File: src/rtl/html_layout_engine.sv
// html_layout_engine: nesting-aware HTML layout core issuing rect/glyph draw commands
module html_layout_engine #(
    parameter int X_W       = 9,
    parameter int Y_W       = 8,
    parameter int COLOR_W   = 3,
    parameter int VAL_W     = 8,
    parameter int DEPTH     = 8,
    parameter int SCREEN_W  = 320,
    parameter int SCREEN_H  = 240,
    parameter int FONT_W    = 8,
    parameter int FONT_H    = 8,
    parameter int FONT_KERN = 1,
    parameter int TAG_W     = 3,
    parameter int ATT_W     = 4,
    parameter int CHAR_W    = 8
) (
    input  logic                         clock,
    input  logic                         reset,
    input  logic                         ev_valid,
    output logic                         ev_ready,
    input  logic [2:0]                   ev_kind,
    input  logic [TAG_W-1:0]             ev_tag,
    input  logic [ATT_W-1:0]             ev_att_type,
    input  logic [VAL_W-1:0]             ev_att_val,
    input  logic [CHAR_W-1:0]            ev_char,
    output logic                         cmd_valid,
    input  logic                         cmd_ready,
    output logic                         cmd_kind,
    output logic [X_W-1:0]               cmd_x,
    output logic [Y_W-1:0]               cmd_y,
    output logic [X_W-1:0]               cmd_w,
    output logic [Y_W-1:0]               cmd_h,
    output logic [COLOR_W-1:0]           cmd_color,
    output logic                         cmd_border,
    output logic [COLOR_W-1:0]           cmd_border_color,
    output logic [CHAR_W-1:0]            cmd_char,
    output logic [VAL_W-1:0]             cmd_size,
    output logic [$clog2(DEPTH+1)-1:0]   level,
    output logic                         err_overflow,
    output logic                         err_underflow,
    output logic                         err_mismatch
);
    localparam int LW   = $clog2(DEPTH + 1);
    localparam int IW   = $clog2(DEPTH);
    localparam int AW   = X_W + VAL_W;
    localparam int SK_W = 8;
    localparam logic [TAG_W-1:0] TAG_BODY = TAG_W'(1), TAG_DIV = TAG_W'(2), TAG_P = TAG_W'(3);
    localparam logic [ATT_W-1:0] A_COLOR = ATT_W'(0), A_SIZE = ATT_W'(1), A_WIDTH = ATT_W'(2),
                                 A_HEIGHT = ATT_W'(3), A_BG = ATT_W'(4), A_BORDER = ATT_W'(5),
                                 A_PAD = ATT_W'(6), A_MARGIN = ATT_W'(7);
    localparam logic [2:0] K_OPEN = 3'd0, K_ATTR = 3'd1, K_END = 3'd2, K_CLOSE = 3'd3, K_CHAR = 3'd4;

    typedef struct packed {
        logic [TAG_W-1:0]   tag;
        logic [COLOR_W-1:0] color;
        logic [VAL_W-1:0]   size;
        logic [VAL_W-1:0]   pad;
        logic [VAL_W-1:0]   margin;
        logic [COLOR_W-1:0] bg;
        logic               bd;
        logic [COLOR_W-1:0] bdc;
        logic [X_W-1:0]     w;
        logic [Y_W-1:0]     h;
        logic [X_W-1:0]     ox;
        logic [Y_W-1:0]     oy;
    } lvl_t;

    typedef struct packed {
        logic               kind;
        logic [X_W-1:0]     x;
        logic [Y_W-1:0]     y;
        logic [X_W-1:0]     w;
        logic [Y_W-1:0]     h;
        logic [COLOR_W-1:0] color;
        logic               border;
        logic [COLOR_W-1:0] border_color;
        logic [CHAR_W-1:0]  chr;
        logic [VAL_W-1:0]   size;
    } cmd_t;

    typedef enum logic [1:0] {IDLE, APPLY, EMIT} state_t;

    state_t             state_q, state_d;
    lvl_t               stk_q [DEPTH];
    lvl_t               stk_d [DEPTH];
    lvl_t               top, par, dflt, nl, ta;
    cmd_t               cmd_q, cmd_d;
    logic [2:0]         kind_q, kind_d;
    logic [TAG_W-1:0]   tag_q, tag_d;
    logic [ATT_W-1:0]   att_q, att_d;
    logic [VAL_W-1:0]   val_q, val_d;
    logic [CHAR_W-1:0]  chr_q, chr_d;
    logic [LW-1:0]      depth_q, depth_d;
    logic [SK_W-1:0]    skip_q, skip_d;
    logic [X_W-1:0]     cx_q, cx_d, wp, nx;
    logic [Y_W-1:0]     cy_q, cy_d;
    logic               ovf_q, ovf_d, unf_q, unf_d, mis_q, mis_d;
    logic [AW-1:0]      le, gw, gh, ny, dy;
    logic               wrap, drop;

    function automatic logic [X_W-1:0] sx(input logic [AW-1:0] v);
        return |v[AW-1:X_W] ? '1 : v[X_W-1:0];
    endfunction

    function automatic logic [Y_W-1:0] sy(input logic [AW-1:0] v);
        return |v[AW-1:Y_W] ? '1 : v[Y_W-1:0];
    endfunction

    // Depth 0 behaves like an implicit full-screen level with colour 0 and size 1
    always_comb begin
        dflt      = '0;
        dflt.size = VAL_W'(1);
        dflt.w    = X_W'(SCREEN_W);
        dflt.h    = Y_W'(SCREEN_H);
        top  = depth_q == '0 ? dflt : stk_q[IW'(depth_q - LW'(1))];
        par  = depth_q < LW'(2) ? dflt : stk_q[IW'(depth_q - LW'(2))];
        wp   = top.w != '0 ? top.w : (AW'(SCREEN_W) > AW'(top.ox) ? sx(AW'(SCREEN_W) - AW'(top.ox)) : '0);
        le   = AW'(top.ox) + AW'(wp) > AW'(top.pad) ? AW'(top.ox) + AW'(wp) - AW'(top.pad) : '0;
        gw   = AW'(top.size) * AW'(FONT_W);
        gh   = AW'(top.size) * AW'(FONT_H);
        wrap = AW'(cx_q) + gw > le;
        nx   = wrap ? sx(AW'(top.ox) + AW'(top.pad)) : cx_q;
        ny   = AW'(cy_q) + (wrap ? gh : '0);
        drop = ny + gh > AW'(SCREEN_H);
        dy   = (AW'(cy_q) > AW'(top.oy) + AW'(top.h) ? AW'(cy_q) : AW'(top.oy) + AW'(top.h)) + AW'(top.margin);
        nl       = '0;
        nl.tag   = tag_q;
        nl.color = top.color;
        nl.size  = top.size;
        nl.ox    = tag_q == TAG_BODY ? '0 : sx(AW'(top.ox) + AW'(top.pad));
        nl.oy    = tag_q == TAG_BODY ? '0 : cy_q;
        nl.w     = tag_q == TAG_BODY ? X_W'(SCREEN_W) : '0;
        nl.h     = tag_q == TAG_BODY ? Y_W'(SCREEN_H) : '0;
        ta        = top;
        ta.color  = att_q == A_COLOR ? val_q[COLOR_W-1:0] : top.color;
        ta.size   = att_q == A_SIZE ? (val_q == '0 ? VAL_W'(1) : val_q) : top.size;
        ta.w      = att_q == A_WIDTH ? X_W'(val_q) : top.w;
        ta.h      = att_q == A_HEIGHT ? Y_W'(val_q) : top.h;
        ta.bg     = att_q == A_BG ? val_q[COLOR_W-1:0] : top.bg;
        ta.bd     = top.bd | (att_q == A_BORDER);
        ta.bdc    = att_q == A_BORDER ? val_q[COLOR_W-1:0] : top.bdc;
        ta.pad    = att_q == A_PAD ? val_q : top.pad;
        ta.margin = att_q == A_MARGIN ? val_q : top.margin;
        ta.ox     = att_q == A_MARGIN ? sx(AW'(top.ox) + AW'(val_q)) : top.ox;
        ta.oy     = att_q == A_MARGIN ? sy(AW'(top.oy) + AW'(val_q)) : top.oy;
    end

    always_comb begin
        state_d = state_q;
        kind_d  = kind_q;
        tag_d   = tag_q;
        att_d   = att_q;
        val_d   = val_q;
        chr_d   = chr_q;
        stk_d   = stk_q;
        depth_d = depth_q;
        skip_d  = skip_q;
        cx_d    = cx_q;
        cy_d    = cy_q;
        cmd_d   = cmd_q;
        ovf_d   = ovf_q;
        unf_d   = unf_q;
        mis_d   = mis_q;
        case (state_q)
            IDLE: if (ev_valid) begin
                kind_d  = ev_kind;
                tag_d   = ev_tag;
                att_d   = ev_att_type;
                val_d   = ev_att_val;
                chr_d   = ev_char;
                state_d = APPLY;
            end
            APPLY: begin
                state_d = IDLE;
                case (kind_q)
                    K_OPEN: if (depth_q == LW'(DEPTH)) begin
                        ovf_d  = 1'b1;
                        skip_d = skip_q + SK_W'(skip_q != '1);
                    end else begin
                        stk_d[IW'(depth_q)] = nl;
                        depth_d = depth_q + LW'(1);
                    end
                    K_ATTR: if (depth_q != '0 && skip_q == '0) stk_d[IW'(depth_q - LW'(1))] = ta;
                    K_END: if (skip_q == '0) begin
                        if (top.tag == TAG_BODY || top.tag == TAG_DIV) begin
                            cmd_d = '{kind: 1'b0, x: top.ox, y: top.oy, w: wp, h: top.h, color: top.bg,
                                      border: top.bd, border_color: top.bdc, chr: '0, size: '0};
                            state_d = EMIT;
                            cx_d = sx(AW'(top.ox) + AW'(top.pad));
                            cy_d = sy(AW'(top.oy) + AW'(top.pad));
                        end else if (top.tag == TAG_P) begin
                            cx_d = sx(AW'(top.ox) + AW'(top.pad));
                            cy_d = sy(AW'(cy_q) + AW'(top.margin));
                        end
                    end
                    K_CHAR: begin
                        cx_d = nx;
                        cy_d = sy(ny);
                        if (!drop) begin
                            cmd_d = '{kind: 1'b1, x: nx, y: sy(ny), w: '0, h: '0, color: top.color,
                                      border: 1'b0, border_color: '0, chr: chr_q, size: top.size};
                            state_d = EMIT;
                        end
                    end
                    K_CLOSE: if (skip_q != '0) skip_d = skip_q - SK_W'(1);
                    else if (depth_q == '0) unf_d = 1'b1;
                    else begin
                        mis_d   = mis_q | (tag_q != top.tag);
                        depth_d = depth_q - LW'(1);
                        if (top.tag == TAG_P) begin
                            cx_d = sx(AW'(par.ox) + AW'(par.pad));
                            cy_d = sy(AW'(cy_q) + gh);
                        end else if (top.tag == TAG_DIV) begin
                            cx_d = sx(AW'(par.ox) + AW'(par.pad));
                            cy_d = sy(dy);
                        end
                    end
                    default: ;
                endcase
            end
            EMIT: if (cmd_ready) begin
                state_d = IDLE;
                if (cmd_q.kind) cx_d = sx(AW'(cx_q) + AW'(cmd_q.size) * AW'(FONT_W + FONT_KERN));
            end
            default: state_d = IDLE;
        endcase
    end

    always_ff @(posedge clock) begin
        if (reset) begin
            state_q <= IDLE;
            kind_q  <= '0;
            tag_q   <= '0;
            att_q   <= '0;
            val_q   <= '0;
            chr_q   <= '0;
            stk_q   <= '{default: '0};
            depth_q <= '0;
            skip_q  <= '0;
            cx_q    <= '0;
            cy_q    <= '0;
            cmd_q   <= '0;
            ovf_q   <= 1'b0;
            unf_q   <= 1'b0;
            mis_q   <= 1'b0;
        end else begin
            state_q <= state_d;
            kind_q  <= kind_d;
            tag_q   <= tag_d;
            att_q   <= att_d;
            val_q   <= val_d;
            chr_q   <= chr_d;
            stk_q   <= stk_d;
            depth_q <= depth_d;
            skip_q  <= skip_d;
            cx_q    <= cx_d;
            cy_q    <= cy_d;
            cmd_q   <= cmd_d;
            ovf_q   <= ovf_d;
            unf_q   <= unf_d;
            mis_q   <= mis_d;
        end
    end

    assign ev_ready         = state_q == IDLE && !reset;
    assign cmd_valid        = state_q == EMIT;
    assign cmd_kind         = cmd_q.kind;
    assign cmd_x            = cmd_q.x;
    assign cmd_y            = cmd_q.y;
    assign cmd_w            = cmd_q.w;
    assign cmd_h            = cmd_q.h;
    assign cmd_color        = cmd_q.color;
    assign cmd_border       = cmd_q.border;
    assign cmd_border_color = cmd_q.border_color;
    assign cmd_char         = cmd_q.chr;
    assign cmd_size         = cmd_q.size;
    assign level            = depth_q;
    assign err_overflow     = ovf_q;
    assign err_underflow    = unf_q;
    assign err_mismatch     = mis_q;
endmodule
File: config.mk
export PLATFORM = sky130hd
export DESIGN_NAME = html_layout_engine
export DESIGN_NICKNAME = d
export VERILOG_FILES = /design/src/rtl/html_layout_engine.sv
export SDC_FILE = /design/constraint.sdc
export NUM_CORES = 2
export LEC_CHECK = 0
export CORE_UTILIZATION = 25
export CTS_CLUSTER_DIAMETER = 120
export CTS_CLUSTER_SIZE = 16
export DETAILED_ROUTE_END_ITERATION = 8
export PLACE_DENSITY_LB_ADDON = 0.25
export RECOVER_POWER = 25
export SETUP_SLACK_MARGIN = 0.3
export SLEW_MARGIN = 30
export SYNTH_ARGS = -nofsm -noshare
export SYNTH_HDL_FRONTEND = slang
export SYNTH_SLANG_ARGS = --single-unit
File: constraint.sdc
create_clock -name clock -period 14.38 [get_ports clock]
set_input_delay 3.595 -clock clock [delete_from_list [all_inputs] [get_ports clock]]
set_output_delay 3.595 -clock clock [all_outputs]
set_load 0.1 [all_outputs]
**After elaboration in Yosys (flattened, before gate mapping)**

Index checks and enable logic that the tools add are counted.

- $add $sub $neg: 21
- Multiply operators: 1
- Order comparisons: 11
- Equal/unequal tests: 40
- Mux-type cells: 86
- Bitwise gates (word level): 7
- Reduce and logical (&&, ||, !) cells: 42

Operator list:

| operator | number |
|---|---|
| bitwise mux 568 bit | 2 |
| two-way mux 568 bit | 2 |
| one-hot mux 568 bit (2 select lines) | 1 |
| binary-select mux 71 bit (select 3 bit) | 2 |
| demux 71 bit (select 3 bit) | 2 |
| two-way mux 71 bit | 5 |
| two-way mux 9 bit | 22 |
| two-way mux 8 bit | 23 |
| two-way mux 58 bit | 3 |
| two-way mux 57 bit | 3 |
| one-hot mux 58 bit (2 select lines) | 1 |
| OR reduction 9 bit | 6 |
| adder 9 x 8 -> 10 bit | 4 |
| OR reduction 8 bit | 5 |
| adder 8 x 8 -> 9 bit | 4 |
| one-hot mux 9 bit (3 select lines) | 1 |
| adder 8 x 11 -> 12 bit | 2 |
| one-hot mux 8 bit (3 select lines) | 1 |
| inequality test 2 bit, second input constant | 10 |
| one-hot mux 9 bit (2 select lines) | 1 |
| > comparator 12 x 17 -> 1 bit | 1 |
| > comparator 17 x 8 -> 1 bit | 1 |
| > comparator 8 x 17 -> 1 bit | 1 |
| two-way mux 17 bit | 1 |
| 61 further kinds | 104 |

- Flip-flop bits (word level): 686
- Logic and storage cells: 327

**Longest topological paths before layout**

- Depth in word-level cells: 22
- Depth in mapped cells: 62
- Depth with buffers taken out: 50

**Least setup slack after synthesis**

No wires, ideal clock.

- Path kind: register to register
- Start point: register depth_q[0], in the netlist level[0]
- End point: register cmd_q, in the netlist cmd_h[2]
- Library setup time: 0.118 ns
- Arrival: 12.532 ns
- Data required time: 14.262 ns
- Setup slack: 1.731 ns
- Cell stages (with the launch flop): 62
- Clock period less this slack: 12.649 ns
- Path through: dfxtp_1 -> buf_4 -> clkinv_1 -> clkbuf_1 -> buf_1 -> buf_2 -> buf_1 -> ha_1 -> xnor2_4 -> buf_6 -> buf_6 -> buf_4 -> mux2i_1 -> o32ai_1 -> o21ai_0 -> nand3_1 -> nor4_1 -> and3_1 -> (+26 left out) -> fa_1 -> a21oi_1 -> nor2b_1 -> nor2_1 -> nor2b_1 -> o21ai_0 -> xor2_1 -> nor2_1 -> ha_1 -> or4_1 -> nand2_1 -> o21ai_0 -> a2111oi_1 -> o41ai_4 -> nand2_4 -> nor2_2 -> buf_4 -> a22o_1

- Word-level cells in the longest chain between the ends: 21

Ends and longest elaborated chain:

| item | line | RTL |
|---|---|---|
| start: declaration | 93 | `logic [LW-1:0] depth_q, depth_d;` |
| start signal: assignment | 254 | `depth_q <= depth_d;` |
| subtractor 4 x 1 -> 4 bit | - |  |
| inverter 3 -> 4 bit (not written as such) | 115 | `top = depth_q == '0 ? dflt : stk_q[IW'(depth_q - LW'(1))];` |
| binary-select mux 71 bit (select 3 bit) | 115 |  |
| two-way mux 71 bit (not written as such) (2 in a row) | 115 |  |
| two-way mux 71 bit * | 115 |  |
| subtractor 9 x 9 -> 10 bit | 117 | `wp = top.w != '0 ? top.w : (AW'(SCREEN_W) > AW'(top.ox) ? sx(AW'(SCREEN_W) - AW'(top.ox)) : '0);` |
| OR reduction 8 bit | 102 | `return \|v[AW-1:X_W] ? '1 : v[X_W-1:0];` |
| two-way mux 9 bit | 102 |  |
| (+4 left out) | - |  |
| two-way mux 17 bit | 118 | `le = AW'(top.ox) + AW'(wp) > AW'(top.pad) ? AW'(top.ox) + AW'(wp) - AW'(top.pad) : '0;` |
| > comparator 12 x 17 -> 1 bit | 121 | `wrap = AW'(cx_q) + gw > le;` |
| two-way mux 11 bit | 123 | `ny = AW'(cy_q) + (wrap ? gh : '0);` |
| adder 8 x 11 -> 12 bit | 123 |  |
| adder 12 x 11 -> 13 bit | 124 | `drop = ny + gh > AW'(SCREEN_H);` |
| > comparator 13 x 8 -> 1 bit | 124 |  |
| inequality test 2 bit (no source line) | - |  |
| AND reduction 5 bit (no source line) | - |  |
| end signal: assignment | 258 | `cmd_q <= cmd_d;` |
| end: declaration | 87 | `cmd_t cmd_q, cmd_d;` |

Every way passes the cells marked *; elsewhere a longest branch is shown, timed or not. The select of a mux whose other input is x is not followed.
A chain may end at the register's enable or synchronous reset.

**Final worst setup path**

- Start point: register depth_q[0], in the netlist level[0]
- End point: register cmd_q, in the netlist cmd_w[2]

Same word-level chain as after synthesis.

==> flow_summary.yaml <==
status:
  outcome: "complete, but fails checks"
  violations: "max-capacitance violations, max-slew violations"
placement:
  port_buffers: 96
  routabilityCongestion: 0.912
  dp_hpwl_microns: 120000
logic_synthesis:
  netlist_instances: 4695
  postSynthAreaPerCell_sq_um: 8.33
  ys_top_cells_by_count: "805 x nor2_1, 686 x dfxtp_1, 416 x nand2_1, 385 x a22oi_1, 310 x a21oi_1"
  ys_warn_count: 0
  synthArstFlopShare_pct: 0
  synth-edff-count: 0
  yosys-top-cells-area: "dfxtp_1 35%, nor2_1 7.7%, a22oi_1 7.4%"
  synth-simple-area-share_pct: 18.2
  synth-xor-area-share_pct: 1.95
  ys_seq_area_share_pct: 35.1
  synth_ff_type: "dfxtp_1"
  syn_nets: 4906
  syn-cell-area_sq_um: 39100
  yosysTopAreaCellShare_pct: 35.1
  synth_mux_area_share_pct: 8.23
  synthDistinctLibCells: 102
  synth_top_family_by_area: "compound AO/OA/AOI/OAI gates"
  synthMostInstantiatedCell: "nor2_1"
  synth_top_area_cell: "dfxtp_1"
  yosys.area_share.adder_pct: 6.19
  synth-seq-cells: 686
  synth_compound_area_share_pct: 25.0
power_and_ir_drop:
  leakage_nw: 15.3
  p_switching_mw: 1.29
  ir_drop_mv: 0.0897
  p_clk_share_pct: 34.2
  powerDensity_nw_per_um2: 91.0
  swShare_pct: 32.2
  pwr-share-comb_pct: 17.5
  p_seq_share_pct: 48.3
  p_int_mw: 2.71
setup_path:
  crit_fanout: 30
  arrival_ps: 13660
  worst_setup_path_end_kind: "flop"
  crit_start: "level[0]$_SDFFE_PP0P_"
  slowest_delay_ps: 740
  r2r_cells: 52
  worstSetupPathType: "reg -> reg"
  r2r-start: "level[0]$_SDFFE_PP0P_"
  rr_endpoint: "cmd_w[2]$_SDFFE_PP0P_"
  cpMaxStageDelayCell: "o41ai_2"
  worstPathRequired_ps: 14930
  reg2reg_slack_ps: 1270
  cp-start-kind: "flop"
min_path:
  holdCritStartpoint: "cmd_y[4]$_SDFFE_PP0P_"
  hold_end: "cmd_y[4]$_SDFFE_PP0P_"
  hold_path_class: "reg -> reg"
  hold_depth: 2
global_route:
  grt_pass1_vias: 36200
  antenna_found_initial: 7
  grt_pass1_wl_microns: 266000
  grt_max_degree: 214
  grt_overflow: 0
  track_usage_pct: 22.7
timing:
  slew_headroom_pct: -200
  rsz0062_at_grt: "false"
  drv_slew: 464
  period_needed_ps: 13110
  worstMarginPinSlew_ps: 4500
  clock_skew_ps: 26.1
  hold_ws_ps: 455
  fin_crit_sh_pct: 91.2
  fmax_ghz: 0.0763
  setup_tns_ps: 0
  setup_viol: 0
  hold_viol_final: 0
detailed_routing:
  ant_nets: 0
  dr.pass1.iters: 6
  wl_per_cell_microns: 28.0
  viasPerCell: 5.82
  drtIter0Drc: 5058
  wirelength_microns: 187000
  route.vias.total: 38800
  route.detailed.drc: 0
clock_network:
  cts_tree: "yes"
  path_clk_slew_ps: 80
  cts_buffers: 48
  clock_latency_ps: 690
  cts_root_buffer: "clkbuf_16"
  cts_hold_buf: 0
  htreeDepth: 2
  clockBufferDepth: 3
  post_cts.repair.setup_buffers: 0
  cts.sinks: 686
cells_and_area:
  drive_above_1_share_pct: 9.92
  final_util_pct: 28.4
  fillCellCount: 16500
  fin_nets: 4834
  synthToLayoutAreaGrowth_pct: 12.5
die:
  die_h_microns: 398
  initial_utilization_pct: 25.3
  ios: 97
  coreArea_sq_um: 155000
  die_w_microns: 398
  rows: 144
  dieArea_sq_um: 158000
job:
  maxCapViolCount: 6
through the flow:
| step | cells | setup WS (ps) | area, sq um | total power, mW |
|---|---|---|---|---|
| 2_1_floorplan | 4695 | 1730 | 39100 | 2.37 |
| 3_3_place_gp | 6605 | 1030 | 42400 | 2.65 |
| 3_5_place_dp | 6614 | 1350 | 42600 | 2.65 |
| 4_1_cts | 6668 | 1180 | 43900 | 4.00 |
| 5_1_grt | 6672 | 413 | 44000 | 4.11 |
| 6_report | 6672 | 1270 | 44000 | 4.00 |
power groups by stage:
| stage | Clock [mW] | Sequential (mW) | Combinational [mW] |
|---|---|---|---|
| 2_1_floorplan | 0 | 1.98 | 0.397 |
| 3_3_place_gp | 0 | 1.98 | 0.674 |
| 3_5_place_dp | 0 | 1.98 | 0.677 |
| 4_1_cts | 1.39 | 1.93 | 0.679 |
| 5_1_grt | 1.45 | 1.93 | 0.722 |
| 6_report | 1.37 | 1.93 | 0.702 |
worst max path at each step:
stage	cells past startpoint	to
after floorplan	61	cmd_h[2]$_SDFFE_PP0P_
final	52	cmd_w[2]$_SDFFE_PP0P_
after global placement	52	cmd_w[3]$_SDFFE_PP0P_
after detailed placement	53	cmd_w[2]$_SDFFE_PP0P_
after CTS	53	cmd_w[2]$_SDFFE_PP0P_
after global routing	54	cmd_w[8]$_SDFFE_PP0P_
worst max-delay path: cells and delay by family (launching register included):
kind                     cells  cell delay, ps
adder cells (fa/ha/maj)      6            2180
AO/OA/AOI/OAI               18            4500
XOR/XNOR                     2             310
buffers and inverters        5            1290
AND/OR/NAND/NOR             21            4030
flip-flops                   1             580
metal layers:
metal	wire [microns]	GRT usage (%)
met1	79300	30.7
met2	80900	34.9
met3	16800	3.89
met4	9720	10.6
met5	13	0
cell type report:
class / instances / area, sq um / share of cell area, %
diodes: 1 / 2.50 / 0.00569
clock buffers: 53 / 1260 / 2.87
inverters: 108 / 405 / 0.922
flip-flops and latches: 686 / 13700 / 31.2
well taps: 2044 / 2560 / 5.81
repair buffers: 257 / 2310 / 5.26
multi-input cells: 3522 / 23700 / 53.9
clock inverters: 1 / 16.3 / 0.0370
timing repair:
action                     CTS  global route
hold endpoints to repair     0             0
setup endpoints to repair    0            45
gates resized for setup      0             2
kinds of logic (layout without fill, tap and decap cells):
| logic type | count (synthesis) | in the layout |
|---|---|---|
| compound gates | 1385 | 1385 |
| xor+xnor | 84 | 85 |
| fa+ha+maj | 181 | 181 |
| buf+inv | 488 | 419 |
| flops | 686 | 686 |
| mux | 218 | 218 |
| other cells | 0 | 1 |
| simple gates | 1653 | 1653 |
registers in the layout, summed over array words and instances, names as in the netlist, 2 cells and up:
| signal | cells |
|---|---|
| stk_q | 568 |
| cmd_w | 9 |
| cmd_x | 9 |
| cx_q | 9 |
| chr_q | 8 |
| cmd_char | 8 |
| cmd_h | 8 |
| cmd_size | 8 |
| cmd_y | 8 |
| cy_q | 8 |
| skip_q | 8 |
| val_q | 8 |
| att_q | 4 |
| level | 4 |
| cmd_border_color | 3 |
| cmd_color | 3 |
| kind_q | 3 |
| tag_q | 3 |
| state_q | 2 |
layout by cell type, fill, tap and decap left out, types with 24 or more instances in the layout:
| master | count |
|---|---|
| clkdlybuf4s50_1 | 88 |
| xnor2_1 | 54 |
| clkbuf_16 | 50 |
| nand2b_1 | 28 |
| mux2_2 | 40 |
| a31oi_1 | 24 |
| dfxtp_1 | 684 |
| nand3_1 | 40 |
| ha_1 | 158 |
| nor3_1 | 180 |
| a21o_1 | 29 |
| a22o_1 | 39 |
| xor2_1 | 28 |
| mux2i_1 | 99 |
| a21oi_1 | 306 |
| buf_4 | 141 |
| nand2_1 | 415 |
| a211oi_1 | 31 |
| nor2b_1 | 29 |
| o21ai_0 | 136 |
| a221oi_1 | 191 |
| nor2_1 | 784 |
| a22oi_1 | 385 |
| mux4_2 | 79 |
| inv_1 | 106 |
Power figures use the tool's default switching activity.
